===== config.mk =====
export PLATFORM = sky130hd
export DESIGN_NAME = fractal_dispatcher
export DESIGN_NICKNAME = d
export VERILOG_FILES = /design/src/rtl/fractal_dispatcher.sv
export SDC_FILE = /design/constraint.sdc
export NUM_CORES = 2
export LEC_CHECK = 0
export ABC_AREA = 1
export CORE_AREA = 4 4 575 577
export DETAILED_ROUTE_END_ITERATION = 6
export DIE_AREA = 0 0 579 581
export HOLD_SLACK_MARGIN = 0.1
export REMOVE_ABC_BUFFERS = 1
export SLEW_MARGIN = 20
export SYNTH_ARGS = -nofsm -noshare
export SYNTH_HDL_FRONTEND = slang
export SYNTH_HIERARCHICAL = 1
export SYNTH_SLANG_ARGS = --single-unit

===== constraint.sdc =====
create_clock -name clk_i -period 4.3 [get_ports clk_i]
set_input_delay 1.29 -clock clk_i [delete_from_list [all_inputs] [get_ports clk_i]]
set_output_delay 1.29 -clock clk_i [all_outputs]
set_load 0.1 [all_outputs]

===== src/rtl/fractal_dispatcher.sv =====
// Raster-order pixel scheduler for the fractal core array: hands start coordinates
// to idle cores in the selected subset and streams finished iteration counts out.

module fractal_dispatch_lane #(
  parameter int DATA_WIDTH = 32,
  parameter int ADDR_WIDTH = 22
) (
  input  logic                  clk,
  input  logic                  rst,
  input  logic                  start,
  input  logic                  load,
  input  logic                  done,
  input  logic [DATA_WIDTH-1:0] x_in,
  input  logic [DATA_WIDTH-1:0] y_in,
  input  logic [ADDR_WIDTH-1:0] addr_in,
  output logic                  busy,
  output logic                  pending,
  output logic [ADDR_WIDTH-1:0] addr,
  output logic [DATA_WIDTH-1:0] x0,
  output logic [DATA_WIDTH-1:0] y0
);
  logic                  fresh;
  logic [DATA_WIDTH-1:0] x_q, y_q;

  always_ff @(posedge clk) begin
    if (rst) begin
      busy    <= 1'b0;
      pending <= 1'b0;
      fresh   <= 1'b0;
      addr    <= '0;
      x_q     <= '0;
      y_q     <= '0;
    end else begin
      fresh <= start;
      if (start) begin
        busy <= 1'b1;
        addr <= addr_in;
        x_q  <= x_in;
        y_q  <= y_in;
      end else if (load) begin
        busy <= 1'b0;
      end
      // fresh hides the previous pixel's done level still held by the core
      pending <= (pending | (done & busy & ~fresh)) & ~load & ~start;
    end
  end

  assign x0 = start ? x_in : x_q;
  assign y0 = start ? y_in : y_q;
endmodule

module fractal_dispatcher #(
  parameter int INTEGER_BITS      = 8,
  parameter int FRACTIONAL_BITS   = 24,
  parameter int MAX_ITER_WIDTH    = 16,
  parameter int MANDEL_CORE_COUNT = 8,
  parameter int JULIA_CORE_COUNT  = 8,
  parameter int DIM_WIDTH         = 11,
  parameter int ADDR_WIDTH        = 22,
  localparam int DATA_WIDTH = INTEGER_BITS + FRACTIONAL_BITS,
  localparam int CORE_COUNT = MANDEL_CORE_COUNT + JULIA_CORE_COUNT
) (
  input  logic                                 clk_i,
  input  logic                                 rst_i,
  input  logic                                 frame_start_i,
  input  logic                                 mode_i,
  input  logic [DIM_WIDTH-1:0]                 width_i,
  input  logic [DIM_WIDTH-1:0]                 height_i,
  input  logic [DATA_WIDTH-1:0]                x_start_i,
  input  logic [DATA_WIDTH-1:0]                y_start_i,
  input  logic [DATA_WIDTH-1:0]                step_i,
  output logic [CORE_COUNT-1:0]                start_o,
  output logic [DATA_WIDTH*CORE_COUNT-1:0]     x0_o,
  output logic [DATA_WIDTH*CORE_COUNT-1:0]     y0_o,
  input  logic [MAX_ITER_WIDTH*CORE_COUNT-1:0] iter_i,
  input  logic [CORE_COUNT-1:0]                done_i,
  output logic                                 res_valid_o,
  input  logic                                 res_ready_i,
  output logic [ADDR_WIDTH-1:0]                res_addr_o,
  output logic [MAX_ITER_WIDTH-1:0]            res_iter_o,
  output logic                                 busy_o,
  output logic                                 frame_done_o
);
  localparam int IDX_W = (CORE_COUNT > 1) ? $clog2(CORE_COUNT) : 1;
  localparam logic [DIM_WIDTH-1:0]  DIM_ONE  = 1;
  localparam logic [ADDR_WIDTH-1:0] ADDR_ONE = 1;

  typedef enum logic [1:0] {IDLE, DISPATCH, DRAIN, DONE} state_t;
  state_t state, state_nxt;

  logic                  mode_q;
  logic [DIM_WIDTH-1:0]  width_q, height_q, col, row;
  logic [DATA_WIDTH-1:0] x_start_q, step_q, x_cur, y_cur;
  logic [ADDR_WIDTH-1:0] pix_addr;
  logic                  res_valid;
  logic [ADDR_WIDTH-1:0] res_addr;
  logic [MAX_ITER_WIDTH-1:0] res_iter;

  logic [CORE_COUNT-1:0] elig, busy_vec, pend_vec, start_vec, load_vec;
  logic [CORE_COUNT-1:0][ADDR_WIDTH-1:0]     lane_addr;
  logic [CORE_COUNT-1:0][MAX_ITER_WIDTH-1:0] iter_arr;
  logic [IDX_W-1:0] target, sel;
  logic             found, pend_any, dispatch, load_en, last_pix;

  assign iter_arr = iter_i;

  // lowest-index idle eligible core takes the next pixel
  always_comb begin
    found  = 1'b0;
    target = '0;
    for (int k = 0; k < CORE_COUNT; k++) begin
      if (!found && elig[k] && !busy_vec[k]) begin
        found  = 1'b1;
        target = IDX_W'(k);
      end
    end
  end

  always_comb begin
    pend_any = 1'b0;
    sel      = '0;
    for (int k = 0; k < CORE_COUNT; k++) begin
      if (!pend_any && pend_vec[k]) begin
        pend_any = 1'b1;
        sel      = IDX_W'(k);
      end
    end
  end

  assign dispatch = (state == DISPATCH) && found;
  assign load_en  = pend_any && (!res_valid || res_ready_i);
  assign last_pix = (col == width_q - DIM_ONE) && (row == height_q - DIM_ONE);

  genvar g;
  generate
    for (g = 0; g < CORE_COUNT; g++) begin : g_lane
      assign elig[g]      = (g < MANDEL_CORE_COUNT) ? ~mode_q : mode_q;
      assign start_vec[g] = dispatch && (target == IDX_W'(g));
      assign load_vec[g]  = load_en && (sel == IDX_W'(g));

      fractal_dispatch_lane #(
        .DATA_WIDTH (DATA_WIDTH),
        .ADDR_WIDTH (ADDR_WIDTH)
      ) u_lane (
        .clk     (clk_i),
        .rst     (rst_i),
        .start   (start_vec[g]),
        .load    (load_vec[g]),
        .done    (done_i[g]),
        .x_in    (x_cur),
        .y_in    (y_cur),
        .addr_in (pix_addr),
        .busy    (busy_vec[g]),
        .pending (pend_vec[g]),
        .addr    (lane_addr[g]),
        .x0      (x0_o[(g+1)*DATA_WIDTH-1 -: DATA_WIDTH]),
        .y0      (y0_o[(g+1)*DATA_WIDTH-1 -: DATA_WIDTH])
      );
    end
  endgenerate

  always_ff @(posedge clk_i) begin
    if (rst_i) state <= IDLE;
    else       state <= state_nxt;
  end

  always_comb begin
    state_nxt = state;
    unique case (state)
      IDLE:     if (frame_start_i)
                  state_nxt = (width_i == '0 || height_i == '0) ? DONE : DISPATCH;
      DISPATCH: if (dispatch && last_pix) state_nxt = DRAIN;
      DRAIN:    if (busy_vec == '0 && pend_vec == '0 && !res_valid) state_nxt = DONE;
      DONE:     state_nxt = IDLE;
      default:  state_nxt = IDLE;
    endcase
  end

  always_ff @(posedge clk_i) begin
    if (rst_i) begin
      mode_q    <= 1'b0;
      width_q   <= '0;
      height_q  <= '0;
      x_start_q <= '0;
      step_q    <= '0;
      col       <= '0;
      row       <= '0;
      x_cur     <= '0;
      y_cur     <= '0;
      pix_addr  <= '0;
      res_valid <= 1'b0;
      res_addr  <= '0;
      res_iter  <= '0;
    end else begin
      if (state == IDLE && frame_start_i) begin
        mode_q    <= mode_i;
        width_q   <= width_i;
        height_q  <= height_i;
        x_start_q <= x_start_i;
        step_q    <= step_i;
        col       <= '0;
        row       <= '0;
        x_cur     <= x_start_i;
        y_cur     <= y_start_i;
        pix_addr  <= '0;
      end else if (dispatch) begin
        pix_addr <= pix_addr + ADDR_ONE;
        if (col == width_q - DIM_ONE) begin
          col   <= '0;
          row   <= row + DIM_ONE;
          x_cur <= x_start_q;
          y_cur <= y_cur + step_q;
        end else begin
          col   <= col + DIM_ONE;
          x_cur <= x_cur + step_q;
        end
      end
      if (load_en) begin
        res_valid <= 1'b1;
        res_addr  <= lane_addr[sel];
        res_iter  <= iter_arr[sel];
      end else if (res_ready_i) begin
        res_valid <= 1'b0;
      end
    end
  end

  assign start_o      = start_vec;
  assign res_valid_o  = res_valid;
  assign res_addr_o   = res_addr;
  assign res_iter_o   = res_iter;
  assign busy_o       = (state != IDLE);
  assign frame_done_o = (state == DONE);
endmodule


==> reports/metrics.yaml <==
status: "complete, but fails checks"
violations: "setup timing"
powerDensity_nw_per_um2: 426.2
arrival_ps: 3840
ys_seq_area_share_pct: 43.57
drive_gt1_share_pct: 19.20
gp_congestion: 0.9282
area_delta_synth_final_pct: 55.12
postSynthAreaPerCell_um2: 6.729
fin_cells: 17360
drtPass1Iterations: 6
max_slew_margin_pct: 24.71
grt_start_max_net_pins: 160
viasPerCell: 4.749
period_share_pct: 119.3
vias: 82450
drc: 0
grt_pass1_wl_um: 561200
holdWs_ps: 450.0
pre_cts_ws_ps: -146.3
die-area_um2: 336400
synth-edff-count: 0
peakVddDrop_v: 0.0003386
startpoint_type: "register"
port_buffers: 1475
fin_nets: 13270
ys_async_sr_fraction_pct: 0
cts_tree: "built"
hp-class: "reg2reg"
path_buf_inv: 7
synth_area_leaders: "dfxtp_1 (44%), nand2_1 (23%), a21oi_1 (8.2%), nor2_1 (5.5%), o21ai_0 (3.8%)"
dp_hpwl_um: 285200
yosysMostFrequentCell: "nand2_1"
die_width_um: 579
synth_area_leader_cell: "dfxtp_1"
holdPathEnd: "x_start_q[24]"
wl_per_cell_um: 24.32
synth-seq-cells: 1660
antenna_found_initial: 120
critical_path_class: "reg2out"
rr_worst_depth: 21
initial_core_util_pct: 23.39
totalWireLength_um: 422300
cts-root-buf: "clkbuf_16"
gr-total-overflow: 0
slew_violations: 0
timing.rr.start: "mode_q"
ff2ff_setup_slack_ps: 940
ant_nets: 0
fin_ws_ps: -830.9
syn_inst: 11330
met1_usage_pct: 25.92
numCtsBuffers: 196
grt_use_met2_pct: 38.58
hold_buffers: 0
synth_cell_types: 51
hp-start: "x_start_q[24]"
skew_ps: 70.87
synth_common_cells: "nand2_1 (4,726), dfxtp_1 (1,660), a21oi_1 (1,248), nor2_1 (1,120), o21ai_0 (573)"
crit_required_ps: 3010
die_h_um: 581
clock.fmax_ghz: 0.1949
crit_fanout: 8
grt_use_total_pct: 22.79
rows: 210
rsz0062_at_grt: "true"
placed_cell_area_um2: 106600
fin_tns_setup_ps: -549460
max_cap_viol_count: 0
cts.path.max_buffers: 4
grt-busiest-layer: "met2"
ys.flop_type: "dfxtp_1"
clk_pin_slew_worst_paths_ps: 60
crit_family: "buffers and inverters"
crit_chain: "nand3_4, a21oi_4, nor2_4, nand2_2, inv_2, nand2_2, nor2_4, nor2_2, nand4_1, buf_4, inv_2, o211ai_1, buf_4, nor2_4, buf_12, clkbuf_16, nand2_1, nand2_2, buf_12"
grt_pass1_vias: 75800
period_minus_slack_ps: 5131
dp.cells: 16800
fp.coreArea_um2: 326100
crit_path_top_delay_cell: "dfxtp_4"
finalSetupViolCount: 1039
slowest_delay_ps: 410
h-tree-depth: 4
netlist_area_um2: 76270
ios: 1476
hold_violations: 0
worst_pin_slew_ps: 1128
hold_depth: 2
synth_warnings: 6
synth_top_area_share_pct: 43.57
reg2reg_to: "g_lane[10].u_lane/pending"
cts_num_sinks: 1660
final_area_um2: 118300
drt_first_iter_violations: 6728
leakage_uw: 0.05347
clock_latency_ps: 880
use_met3_pct: 6.713
cp-end-kind: "output pin"
[where the power goes]
| group | internal (µW) | switching, µW | leakage, µW |
|---|---|---|---|
| Clock | 10800 | 7420 | 0.00341 |
| Combinational | 4170 | 10900 | 0.0366 |
| Sequential | 16200 | 1010 | 0.0134 |
| Total | 31100 | 19300 | 0.0535 |
[registers in the layout, indices dropped and copies added, names as in the netlist]
name,count
state,2
row,11
g_lane.u_lane/y_q,512
g_lane.u_lane/pending,16
y_cur,32
height_q,11
col,11
x_start_q,32
x_cur,32
res_valid_o,1
width_q,11
g_lane.u_lane/busy,16
res_addr_o,22
step_q,32
g_lane.u_lane/x_q,512
pix_addr,22
g_lane.u_lane/addr,352
mode_q,1
res_iter_o,16
g_lane.u_lane/fresh,16
[worst reg2reg max path: stages (launching register included)]
cell and delay [ps]:
dfxtp_4 410, nand3_4 110, a21oi_4 170, nor2_4 50, nand2_2 90, inv_2 60
nand2_2 90, nor2_4 40, nor2_2 110, nand4_1 180, buf_4 200, nand4_1 110
buf_4 140, nor2_4 40, buf_12 120, buf_12 140, inv_16 160, buf_16 210
buf_4 190, buf_4 380, nand3_1 160, a21oi_1 140
[placed cells by master (no fill, tap or decap), types with 29 or more instances in the layout]
cell / instances
a21oi_1: 1244
buf_4: 278
nor2_1: 1097
nand2_1: 4366
xnor2_1: 35
dfxtp_1: 1638
buf_16: 35
o21ai_0: 572
nand2_2: 368
inv_1: 293
clkbuf_8: 47
ha_1: 72
nand4_1: 40
nand2_4: 145
clkdlybuf4s50_1: 427
clkbuf_16: 227
clkbuf_1: 29
clkinv_2: 31
buf_12: 1152
nand3_1: 452
nor3_1: 37
diode_2: 56
xor2_1: 34
o211ai_1: 29
[stage by stage]
step | total power, µW | util (%)
final | 50420 | 36.28
after global routing | 52400 | 36.27
after CTS | 50620 | 35.31
after detailed placement | 32230 | 32.70
after global placement | 32180 | 32.70
after floorplan | 25090 | -
[cell families (layout without fill, tap and decap cells)]
group                    Yosys count  count (layout)  synth area share (%)
AO/OA/AOI/OAI                   1917            1917                 12.83
XOR/XNOR                          69              69                0.7924
adder cells (fa/ha/maj)           74              74                 1.234
buffers and inverters           1006            2630                 7.185
flip-flops                      1660            1660                 43.57
other                              0              56                     0
AND/OR/NAND/NOR                 6608            6608                 34.38
[how the worst max path moves through the flow]
stage / end / slack, ps / from / depth (start not counted)
after floorplan: x0_o[224] / -5160 / mode_q / 13
after global routing: x0_o[147] / -1040 / mode_q / 18
final: x0_o[249] / -830 / mode_q / 19
after global placement: x0_o[342] / -90 / mode_q / 16
after detailed placement: x0_o[342] / -150 / mode_q / 16
after CTS: y0_o[299] / -800 / g_lane[3].u_lane/busy / 20
[area by class of cell]
class | count | area [µm²]
diodes | 56 | 140.1
clock buffers | 272 | 5660
clock inverters | 84 | 1291
fillers | 33370 | 207800
inverters | 330 | 1436
multi-input cells | 8668 | 39610
flip-flops and latches | 1660 | 33260
well taps | 4346 | 5438
repair buffers | 1943 | 31450
repair inverters | 1 | 11.26
[repair_timing]
| item | 4_1_cts | 5_1_grt |
|---|---|---|
| endpoints found under the setup margin | 1040 | 1040 |
| setup buffers | 34 | 62 |
| cloned | 13 | 38 |
| gates resized for setup | 255 | 434 |
| pin swaps | 35 | 91 |
[per-layer routing]
layer,wire [µm],part of all wire [%]
met5,232,0.055
met2,199700,47
met4,23360,5.5
met1,161300,38
met3,37650,8.9
Note: power is estimated with default switching activity, not from simulation.
